<file path="src/rtl/serial_link_rx.sv">
// Multi-lane serial receiver: assembles LANES-bit beats into WORD_WIDTH-bit words
// and buffers them in a DEPTH-entry FIFO with gap-timeout recovery and drop counting.
module serial_link_rx #(
    parameter int LANES      = 2,
    parameter int WORD_WIDTH = 32,
    parameter int DEPTH      = 4,
    parameter int TIMEOUT    = 8,
    parameter int MSB_FIRST  = 0
) (
    input  logic                      clock,
    input  logic                      reset,
    input  logic [LANES-1:0]          serial_data,
    input  logic                      serial_ready,
    output logic [WORD_WIDTH-1:0]     out_data,
    output logic                      out_valid,
    input  logic                      out_ready,
    output logic                      busy,
    output logic                      framing_error,
    output logic                      overflow,
    output logic [7:0]                drop_count,
    output logic [$clog2(DEPTH):0]    fifo_level
);

    localparam int BEATS = WORD_WIDTH / LANES;
    localparam int CW    = $clog2(BEATS + 1);
    localparam int GW    = $clog2(TIMEOUT + 1);
    localparam int AW    = $clog2(DEPTH);
    localparam int LW    = AW + 1;

    localparam logic [CW-1:0] LAST_BEAT = CW'(BEATS - 1);
    localparam logic [GW-1:0] GAP_LAST  = GW'(TIMEOUT - 1);

    logic [WORD_WIDTH-1:0] r_shift;
    logic [WORD_WIDTH-1:0] w_shift_next;
    logic [CW-1:0]         r_beat_cnt;
    logic [GW-1:0]         r_gap_cnt;
    logic                  r_ferr;
    logic                  r_ovf;
    logic [7:0]            r_drop;
    logic [WORD_WIDTH-1:0] r_mem [DEPTH];
    logic [AW:0]           r_wptr;
    logic [AW:0]           r_rptr;

    logic                  w_busy;
    logic                  w_push;
    logic                  w_timeout;
    logic [LW-1:0]         w_level;
    logic                  w_empty;
    logic                  w_full;
    logic                  w_pop;
    logic                  w_wr;
    logic                  w_drop;

    // The shift direction decides which end the first beat lands in once the word is full.
    generate
        if (BEATS == 1) begin : g_single
            assign w_shift_next = serial_data;
        end else if (MSB_FIRST != 0) begin : g_msb
            assign w_shift_next = {r_shift[WORD_WIDTH-LANES-1:0], serial_data};
        end else begin : g_lsb
            assign w_shift_next = {serial_data, r_shift[WORD_WIDTH-1:LANES]};
        end
    endgenerate

    assign w_busy    = (r_beat_cnt != '0);
    assign w_push    = serial_ready && (r_beat_cnt == LAST_BEAT);
    assign w_timeout = !serial_ready && w_busy && (r_gap_cnt == GAP_LAST);

    always_ff @(posedge clock or negedge reset) begin
        if (!reset) begin
            r_shift    <= '0;
            r_beat_cnt <= '0;
            r_gap_cnt  <= '0;
            r_ferr     <= 1'b0;
        end else begin
            r_ferr <= w_timeout;
            if (serial_ready) begin
                r_shift    <= w_shift_next;
                r_gap_cnt  <= '0;
                r_beat_cnt <= w_push ? '0 : r_beat_cnt + CW'(1);
            end else if (w_timeout) begin
                r_beat_cnt <= '0;
                r_gap_cnt  <= '0;
            end else if (w_busy) begin
                r_gap_cnt  <= r_gap_cnt + GW'(1);
            end else begin
                r_gap_cnt  <= '0;
            end
        end
    end

    // A pop frees the head slot in the same cycle, so a push onto a full FIFO still fits.
    assign w_level = r_wptr - r_rptr;
    assign w_empty = (w_level == '0);
    assign w_full  = (w_level == LW'(DEPTH));
    assign w_pop   = !w_empty && out_ready;
    assign w_wr    = w_push && (!w_full || w_pop);
    assign w_drop  = w_push && w_full && !w_pop;

    always_ff @(posedge clock) begin
        if (w_wr) begin
            r_mem[r_wptr[AW-1:0]] <= w_shift_next;
        end
    end

    always_ff @(posedge clock or negedge reset) begin
        if (!reset) begin
            r_wptr <= '0;
            r_rptr <= '0;
            r_ovf  <= 1'b0;
            r_drop <= '0;
        end else begin
            r_ovf <= w_drop;
            if (w_wr) begin
                r_wptr <= r_wptr + 1'b1;
            end
            if (w_pop) begin
                r_rptr <= r_rptr + 1'b1;
            end
            if (w_drop && (r_drop != 8'hFF)) begin
                r_drop <= r_drop + 8'd1;
            end
        end
    end

    assign out_data      = w_empty ? '0 : r_mem[r_rptr[AW-1:0]];
    assign out_valid     = !w_empty;
    assign busy          = w_busy;
    assign framing_error = r_ferr;
    assign overflow      = r_ovf;
    assign drop_count    = r_drop;
    assign fifo_level    = w_level;

endmodule

</file>
<file path="config.mk">
export PLATFORM = sky130hd
export DESIGN_NAME = serial_link_rx
export DESIGN_NICKNAME = d
export VERILOG_FILES = /design/src/rtl/serial_link_rx.sv
export SDC_FILE = /design/constraint.sdc
export NUM_CORES = 1
export LEC_CHECK = 0
export CAP_MARGIN = 10
export CORE_ASPECT_RATIO = 0.7
export CORE_UTILIZATION = 45
export DETAILED_ROUTE_END_ITERATION = 8
export GPL_TIMING_DRIVEN = 0
export PLACE_DENSITY = 0.61
export SLEW_MARGIN = 20
export SYNTH_ARGS = -nofsm -noshare
export SYNTH_HDL_FRONTEND = slang
export SYNTH_SLANG_ARGS = --single-unit
</file>
<file path="constraint.sdc">
create_clock -name clock -period 3.3 [get_ports clock]
set_input_delay 0.495 -clock clock [delete_from_list [all_inputs] [get_ports clock]]
set_output_delay 0.495 -clock clock [all_outputs]
set_load 0.1 [all_outputs]
</file>
==> parameters.txt <==
Parameter                              Value

Run status
  Outcome ... complete, no violations

Floorplanning
  Die Width ... 153 microns
  Ports ... 53
  Rows ... 38
  Core area ... 0.0156 sq mm
  Full die area ... 0.0166 sq mm
  Effective utilization at floorplan ... 46.3%
  Overall die height ... 108 microns

STA
  Final period demand of the worst path ... 3.22 ns
  Share of the cycle needed by the critical path after routing ... 97.7%
  Finish-stage setup viols ... 0
  Setup skew after layout ... 0.0104 ns
  Unrepaired setup endpoints after global routing ... no
  Worst slew pin tran ... 0.972 ns
  Max_slew headroom ... 35.0%
  Highest clock rate ... 310 MHz
  Final-report max-slew violation count ... 0
  Total count of hold-check failures in the final report ... 0
  Setup tns final ... 0 ns
  Worst hold slack across all endpoints ... 0.451 ns

Min path
  Launch instance of the worst min-delay path ... r_gap_cnt[0]
  End of the worst hold path ... r_gap_cnt[0]
  Tightest Hold Check Type ... flop to flop
  Number of stages on the worst hold path ... 1

Clock tree
  # H-tree levels ... 4
  Sinks on the clock net ... 183
  Worst-skew pair later-pin latency ... 0.42 ns
  Clock buffers created by TritonCTS ... 17
  CTS clock-pin slew for the worst setup and hold paths ... 0.07 ns
  Clock tree from TritonCTS ... done
  Maximum number of buffers from clock root to sink ... 2
  Library cell used as clock root buffer ... clkbuf_16

Route
  Via-per-instance ratio ... 5.26
  Number of detailed-routing iterations run before antenna repair ... 4
  Number of vias after detailed routing ... 3572
  Detail Route Antenna Nets ... 0
  Residual DRC ... 0
  Routed WL ... 12.8 mm
  Detail-routed net length per standard cell ... 18.9 microns
  Starting DRT DRC Count ... 224

Critical path
  R2R Setup Slk ... 0.48 ns
  Crit path cell chain ... inv_2, ha_2, fa_2, clkinvlp_4, or3_4, buf_8, and2_2, buf_6
  Category of the worst setup path launch point ... flop
  Required time worst endpoint ... 2.80 ns
  CP Max Fanout ... 6
  Setup CP Type ... flop to primary output
  Largest stage delay, worst path ... 0.59 ns
  Count of buffer and inverter cells on the critical path ... 4
  Data arrival time of the worst path ... 2.73 ns
  Critical-path top delay cell ... fa_2
  Number of cells traversed by the worst register-to-register path ... 7
  Type of element capturing the critical path ... primary output
  R2r endpoint ... r_mem[3][17]
  Source of the worst register-to-register timing path ... r_wptr[0]
  Family with the most delay on the worst path ... adder cells

Layout
  Layout fillers ... 1173
  Total area of multi-input combinational cells ... 0.00198 sq mm
  Layout net count ... 483
  Antenna diode instance count ... 0
  Post-route non-filler standard cell count ... 679
  Fraction of layout cells with a size suffix above 1 ... 39.2%
  Syn-to-layout area delta ... 23.9%
  Sequential Area ... 0.00522 sq mm

GRT
  Global routing usage summed across all routing layers ... 17.1%
  Number of global-route vias before repair ... 3608
  Pin count of the biggest net entering global routing ... 31
  Remaining Overflow, GRT ... 0
  Antenna violations before repair ... 0
  Global-route wire length before repair ... 20.6 mm

Yosys
  Sequential area share after synthesis ... 72.4%
  Main combinational cell family by area after synthesis ... multiplexers
  Mux cell area share after synthesis ... 15.1%
  Mean area per synthesized cell ... 18.8 sq um
  Number of warning messages in the yosys log ... 0
  Unique masters post-synth ... 35
  Seq cells post-synth ... 183
  Post-synth design cell area ... 0.00721 sq mm
  Post-Synth Adder-Cell Area ... 2.01%
  Post-Syn Nets ... 400
  Area share of xor/xnor cells in the synthesized design ... 1.68%
  Post-synthesis compound-gate area fraction ... 1.01%
  Cells after Synth ... 383
  Synth Area in Simple Gates ... 6.50%

Place
  Dpl hpwl ... 7.83 mm
  Placer congestion estimate ... 0.743
  Count of buffers inserted at the top-level ports ... 52
  Placed Instances ... 640

Run
  Maximum Capacitance Violations ... 0
==> how the worst max path moves through the flow <==
stage	start	endpoint	slack, ns	cells after the start
finish	r_wptr[0]	out_data[19]	0.08	8
floorplan	r_wptr[0]	out_data[22]	-0.11	8
global placement	r_wptr[0]	out_data[7]	-0.77	9
detailed placement	r_wptr[0]	out_data[7]	-0.83	9
global route	r_rptr[0]	out_data[21]	0.004	7
CTS	r_rptr[0]	out_data[19]	0.01	7
==> cells by family (layout without fill, tap and decap cells) <==
kind of cell,count (synthesis),count (layout)
XOR/XNOR,12,12
flip-flops,183,183
buffers and inverters,24,119
multiplexers,65,65
AND/OR/NAND/NOR,77,78
adder cells (fa/ha/maj),11,11
AO/OA/AOI/OAI,11,11
==> layer usage <==
metal / part of all wire, % / vias up / track usage (%)
met5: 0 / - / 0
met4: 0.27 / 0 / 6.21
met3: 2.9 / 2 / 3.33
met2: 46 / 64 / 25.1
met1: 51 / 1862 / 25.5
li1: - / 1644 / -
==> per-stage QoR <==
stage / instance area, sq um / util (%) / setup WS [ns]
finish: 8940 / 57.3 / 0.0753
global route: 8940 / 57.3 / 0.00416
CTS: 8870 / 56.9 / 0.0126
detailed placement: 8140 / 52.2 / -0.825
global placement: 8040 / 51.6 / -0.771
floorplan: 7270 / - / -0.109
==> worst register-to-register path, delay by kind of cell (launching register included) <==
kind | cells | cell delay, ns
AND/OR/NAND/NOR | 2 | 0.70
flip-flops | 1 | 0.39
adder cells (fa/ha/maj) | 2 | 0.66
AO/OA/AOI/OAI | 1 | 0.45
buffers and inverters | 2 | 0.32
==> timing repair <==
item,CTS,global route
buffers inserted,3,1
hold buffers,1,0
pin swaps,2,1
endpoints found under the hold margin,25,0
gates resized for setup,245,26
cloned,3,0
endpoints found under the setup margin,36,32
==> sequential cells by signal (all words and copies together), names as in the netlist <==
name	count
drop_count	8
framing_error	1
overflow	1
r_beat_cnt	5
r_gap_cnt	4
r_mem	128
r_rptr	3
r_shift	30
r_wptr	3
==> cell type report <==
cell class	count	area share, %
inverters	8	0.378
multi-input cells	177	22.1
repair buffers	64	8.62
plain buffers	15	1.22
flip-flops and latches	183	58.4
clock inverters	14	1.57
well taps	200	2.80
clock buffers	18	4.91
==> cells in the final DEF (no fill, tap or decap), types with 3 or more instances in the layout <==
| cell | synthesis | final |
|---|---|---|
| buf_12 | 0 | 12 |
| clkdlybuf4s50_1 | 0 | 15 |
| dlygate4sd2_1 | 0 | 3 |
| inv_6 | 0 | 3 |
| nand3_1 | 5 | 5 |
| edfxtp_1 | 128 | 128 |
| inv_8 | 0 | 3 |
| mux4_2 | 32 | 32 |
| and2_1 | 36 | 3 |
| nor2_1 | 4 | 4 |
| inv_1 | 8 | 6 |
| nand4_1 | 3 | 3 |
| mux2_2 | 31 | 31 |
| ha_1 | 10 | 9 |
| nand3b_1 | 3 | 3 |
| dfrtp_1 | 55 | 55 |
| clkinv_4 | 0 | 4 |
| nor3_1 | 4 | 4 |
| buf_6 | 0 | 21 |
| nand2_1 | 8 | 8 |
| and2_4 | 0 | 15 |
| buf_2 | 3 | 3 |
| o21ai_0 | 3 | 3 |
| a21oi_1 | 3 | 3 |
| clkbuf_16 | 0 | 18 |
| clkbuf_1 | 8 | 4 |
| xnor2_1 | 9 | 9 |
| buf_1 | 5 | 5 |
| and2_2 | 0 | 18 |
| buf_4 | 0 | 7 |
| buf_8 | 0 | 5 |
| and3_1 | 6 | 6 |
==> Yosys cell counts <==
cell type	n	area [sq um]
a211oi_2	1	12.5
a21oi_1	3	15.0
a22o_1	1	8.76
and2_1	36	225
and3_1	6	37.5
and3b_1	1	8.76
and4_1	1	8.76
buf_1	5	18.8
buf_2	3	15.0
clkbuf_1	8	30.0
dfrtp_1	55	1380
edfxtp_1	128	3840
fa_1	1	20.0
ha_1	10	125
inv_1	8	30.0
mux2_1	2	22.5
mux2_2	31	349
mux4_2	32	721
nand2_1	8	30.0
nand2b_1	2	12.5
nand3_1	5	25.0
nand3b_1	3	22.5
nand4_1	3	18.8
nor2_1	4	15.0
nor2b_1	1	6.26
nor3_1	4	20.0
nor4b_1	1	8.76
nor4b_4	1	23.8
o21ai_0	3	15.0
o22ai_1	1	6.26
o31ai_1	2	15.0
or3_1	1	6.26
xnor2_1	9	78.8
xor2_1	2	17.5
xor3_2	1	25.0
Power is not shown: default switching activity piles up to over one toggle a cycle in this logic, so the estimate is an artifact.
==> patch 1, RTL diff (same settings) <==
Register the output `fifo_level`; this adds one clock of latency there. The other outputs are not delayed to match.
--- a/src/rtl/serial_link_rx.sv
+++ b/src/rtl/serial_link_rx.sv
@@ -129,7 +129,9 @@
     assign framing_error = r_ferr;
     assign overflow      = r_ovf;
     assign drop_count    = r_drop;
-    assign fifo_level    = w_level;
+    always_ff @(posedge clock) begin
+        fifo_level <= w_level;
+    end
 
 endmodule
 
Behaviour: no difference found for any inputs over 10 cycles, from zero or initial values and one cycle with reset low; that may be too few to reach the edited logic, so the function may still have changed.
==> patch 1 against the original RTL <==
  * Global-route usage down 0.30 points
  * Synthesized area up 0.90%
  * First-iteration DRC count down 5.4%
  * Clock skew down 0.00096 ns
  * Fmax up 2.7%
  * Setup slack better by 0.085 ns
  * Wire length down 2.1%
  * Final area down 2.0%
  * Sequential cell count up 3
  * Via count up 0.34%
  * Die area up 0.89%
  * Largest cell class unchanged
  * Highest routed layer unchanged
Power is left out: the tool's default activity adds up to more than one toggle a clock period on the data nets, which glitch-free logic cannot reach.
==> patch 1: results (changes against the original RTL) <==
* Hold Slack at 0.4212 ns (was 0.4512 ns)
* Ys async rst share at 29.57% (was 30.05%)
* CP top delay family: buffers and inverters (was adder cells)
* Avg Cell Area, Syn at 18.86 um2 (was 18.84 um2)
* R2R cell count at 7 (unchanged)
* Reg2reg end: r_mem[3][20] (was r_mem[3][17])
* Register area share after synthesis at 72.53% (was 72.36%)
* Vias per inst at 5.310 (was 5.261)
* Skew final at 0.009457 ns (was 0.01041 ns)
* Placed Area at 8163 um2 (was 8143 um2)
* Synth area leaders: edfxtp_1 (53%), dfrtp_1 (19%), mux4_2 (9.9%) (was edfxtp_1 (53%), dfrtp_1 (19%), mux4_2 (10%))
* Slowest cell on crit path: dfrtp_1 (was fa_2)
* Crit path time final at 3.140 ns (was 3.225 ns)
* Layout cells sized above 1 at 32.63% (was 39.25%)
* Compound-Gate Fraction of Synth Area at 1.134% (was 1.006%)
* Mux share of post-synthesis cell area at 15.01% (was 15.14%)
* First-pass GRT wire length at 20.39 mm (was 20.57 mm)
* Number of nets in the layout at 479 (was 483)
* Port bufs at 51 (was 52)
* Placer Congestion at 0.7347 (was 0.7431)
* Gates resized, CTS repair at 196 (was 245)
* Pin count of the biggest net entering global routing at 51 (was 31)
* Gr usage total at 16.78% (was 17.08%)
* Status: completed (unchanged)
* Starting DRT DRC Count at 212 (was 224)
* Drt total wl at 12.54 mm (was 12.81 mm)
* Yosys cell types at 39 (was 35)
* Synthesized Nets at 403 (was 400)
* Synth Area in Adders at 1.994% (was 2.012%)
* DPL Wire Length at 7.749 mm (was 7.826 mm)
* Post-Synth XOR/XNOR Area at 1.770% (was 1.682%)
* CP max FO at 10 (was 6)
* Critical Path Max Stage Delay at 0.37 ns (was 0.59 ns)
* Via count at 3584 (was 3572)
* Post-CTS setup buffer count at 0 (was 3)
* Hold crit path type: in2async (was reg2reg)
* Worst-margin pin slew at 0.9780 ns (was 0.9722 ns)
* Vias in the first global route at 3700 (was 3608)
* Worst slack, placed at -0.6959 ns (was -0.8254 ns)
* Placed insts at 642 (was 640)
patch 1: cell types whose count changed in the layout (fill, tap and decap cells not counted), sizes merged, moves of 4 or more:
cell    change
o21ai       +4
and3        -4
buf        -10
clkbuf      +7
patch 1: area by class of cell:
class	instances	area [um2]
Fill cell	1235	6878
Sequential cell	186	5280
Multi-Input combinational cell	176	1942
Timing Repair Buffer	57	613.1
Clock buffer	20	436.7
Tap cell	200	250.2
Clock inverter	12	140.1
Buffer	16	72.57
Inverter	8	30.03
patch 1: cell families (layout without fill, tap and decap cells):
family / Yosys count / count (layout)
DFF: 186 / 186
adders and majority gates: 11 / 11
AOI/OAI and AO/OA: 14 / 14
muxes: 65 / 65
buffers and inverters: 24 / 113
and+or+nand+nor: 73 / 73
xor gates and xnor gates: 13 / 13
patch 1: per-layer routing:
layer  vias up  global-route usage (%)  routed length (um)
met4         0                   6.000                 134
li1       1640                       -                   -
met3        10                   5.010                 516
met1      1871                   22.24                5790
met5         -                       0                   0
met2        63                   26.59                6096
==> patch 2, RTL diff (config.mk and constraints unchanged) <==
Made on the original files. `MSB_FIRST`: 0 -> 1.
--- a/src/rtl/serial_link_rx.sv
+++ b/src/rtl/serial_link_rx.sv
@@ -5,7 +5,7 @@
     parameter int WORD_WIDTH = 32,
     parameter int DEPTH      = 4,
     parameter int TIMEOUT    = 8,
-    parameter int MSB_FIRST  = 0
+    parameter int MSB_FIRST  = 1
 ) (
     input  logic                      clock,
     input  logic                      reset,
Behaviour: no difference found for any inputs over 10 cycles, from zero or initial values and one cycle with reset low; that may be too few to reach the edited logic, so the function may still have changed.
==> patch 2 against the original RTL <==
  * Sequential cell count is the same
  * Setup slack gained 0.022 ns
  * Critical path type unchanged
  * Final area fell by 1.1%
  * Synthesized cell count rose by 1.0%
  * Critical endpoint is now out_data[2]
  * Clock skew rose by 0.0045 ns
  * Highest routed layer unchanged
  * Register-to-register slack barely moved
  * Synthesized area is 1.9% higher
  * Wire length grew 0.41%
  * Non-clock buffer count down 5
  * Cell count grew 2.7%
Power is not shown: default switching activity piles up to over one toggle a cycle in this logic, so the estimate is an artifact.
==> patch 2: results (changes against the original RTL) <==
* Status: completed (unchanged)
* Number of nets in the layout at 481 (was 483)
* Crit path DAT at 2.71 ns (was 2.73 ns)
* Synth Area in Adders at 1.974% (was 2.012%)
* Drt total wl at 12.86 mm (was 12.81 mm)
* Placed insts at 663 (was 640)
* Multi-input logic area at 2019 um2 (was 1978 um2)
* Multi-In Gates at 180 (was 177)
* CP max FO at 10 (was 6)
* Filler cells at 1214 (was 1173)
* Worst slack, placed at -0.3857 ns (was -0.8254 ns)
* Clock buffer cells at 19 (was 18)
* Skew final at 0.01496 ns (was 0.01041 ns)
* Synthesized Nets at 404 (was 400)
* Cells after synthesis at 387 (was 383)
* Synth cell count leaders: edfxtp_1 (128), dfrtp_1 (55), mux4_2 (32) (was edfxtp_1 (128), dfrtp_1 (55), and2_1 (36))
* DPL Wire Length at 8.033 mm (was 7.826 mm)
* Non-clk bufs at 74 (was 79)
* Synth area leaders: edfxtp_1 (52%), dfrtp_1 (19%), mux4_2 (9.8%) (was edfxtp_1 (53%), dfrtp_1 (19%), mux4_2 (10%))
* Worst-margin pin slew at 0.9847 ns (was 0.9722 ns)
* Critical Path Max Stage Delay at 0.53 ns (was 0.59 ns)
* Sequential cell count at 183 (unchanged)
* Compound-Gate Fraction of Synth Area at 1.293% (was 1.006%)
* Starting DRT DRC Count at 167 (was 224)
* Hold crit path type: in2async (was reg2reg)
-- patch 2: final timing paths --
path                                 from      endpoint  slack (ns)  cells past startpoint
max in group asynchronous           reset    r_shift[2]        2.79                      2
worst max register to register  r_wptr[0]  r_mem[1][23]        0.48                      7
min in group clock              r_rptr[2]     r_rptr[2]        0.48                      1
worst min register to register  r_rptr[2]     r_rptr[2]        0.48                      1
worst max-delay path            r_wptr[0]   out_data[2]         0.1                      9
worst min-delay path                reset   r_shift[28]        0.01                      1
-- patch 2: layer usage --
layer  track usage [%]  vias to the layer above  part of all wire, %
met1             23.35                     1855                   48
met3             3.100                        2                  2.8
met2             26.92                       55                   48
met5                 0                        -                    0
met4             5.941                        0                 0.27
li1                  -                     1636                    -
-- patch 2: repair_timing --
item,4_1_cts,5_1_grt
buffers inserted,2,0
setup endpoints to repair,35,35
gates resized for setup,210,1
pin swaps,1,1
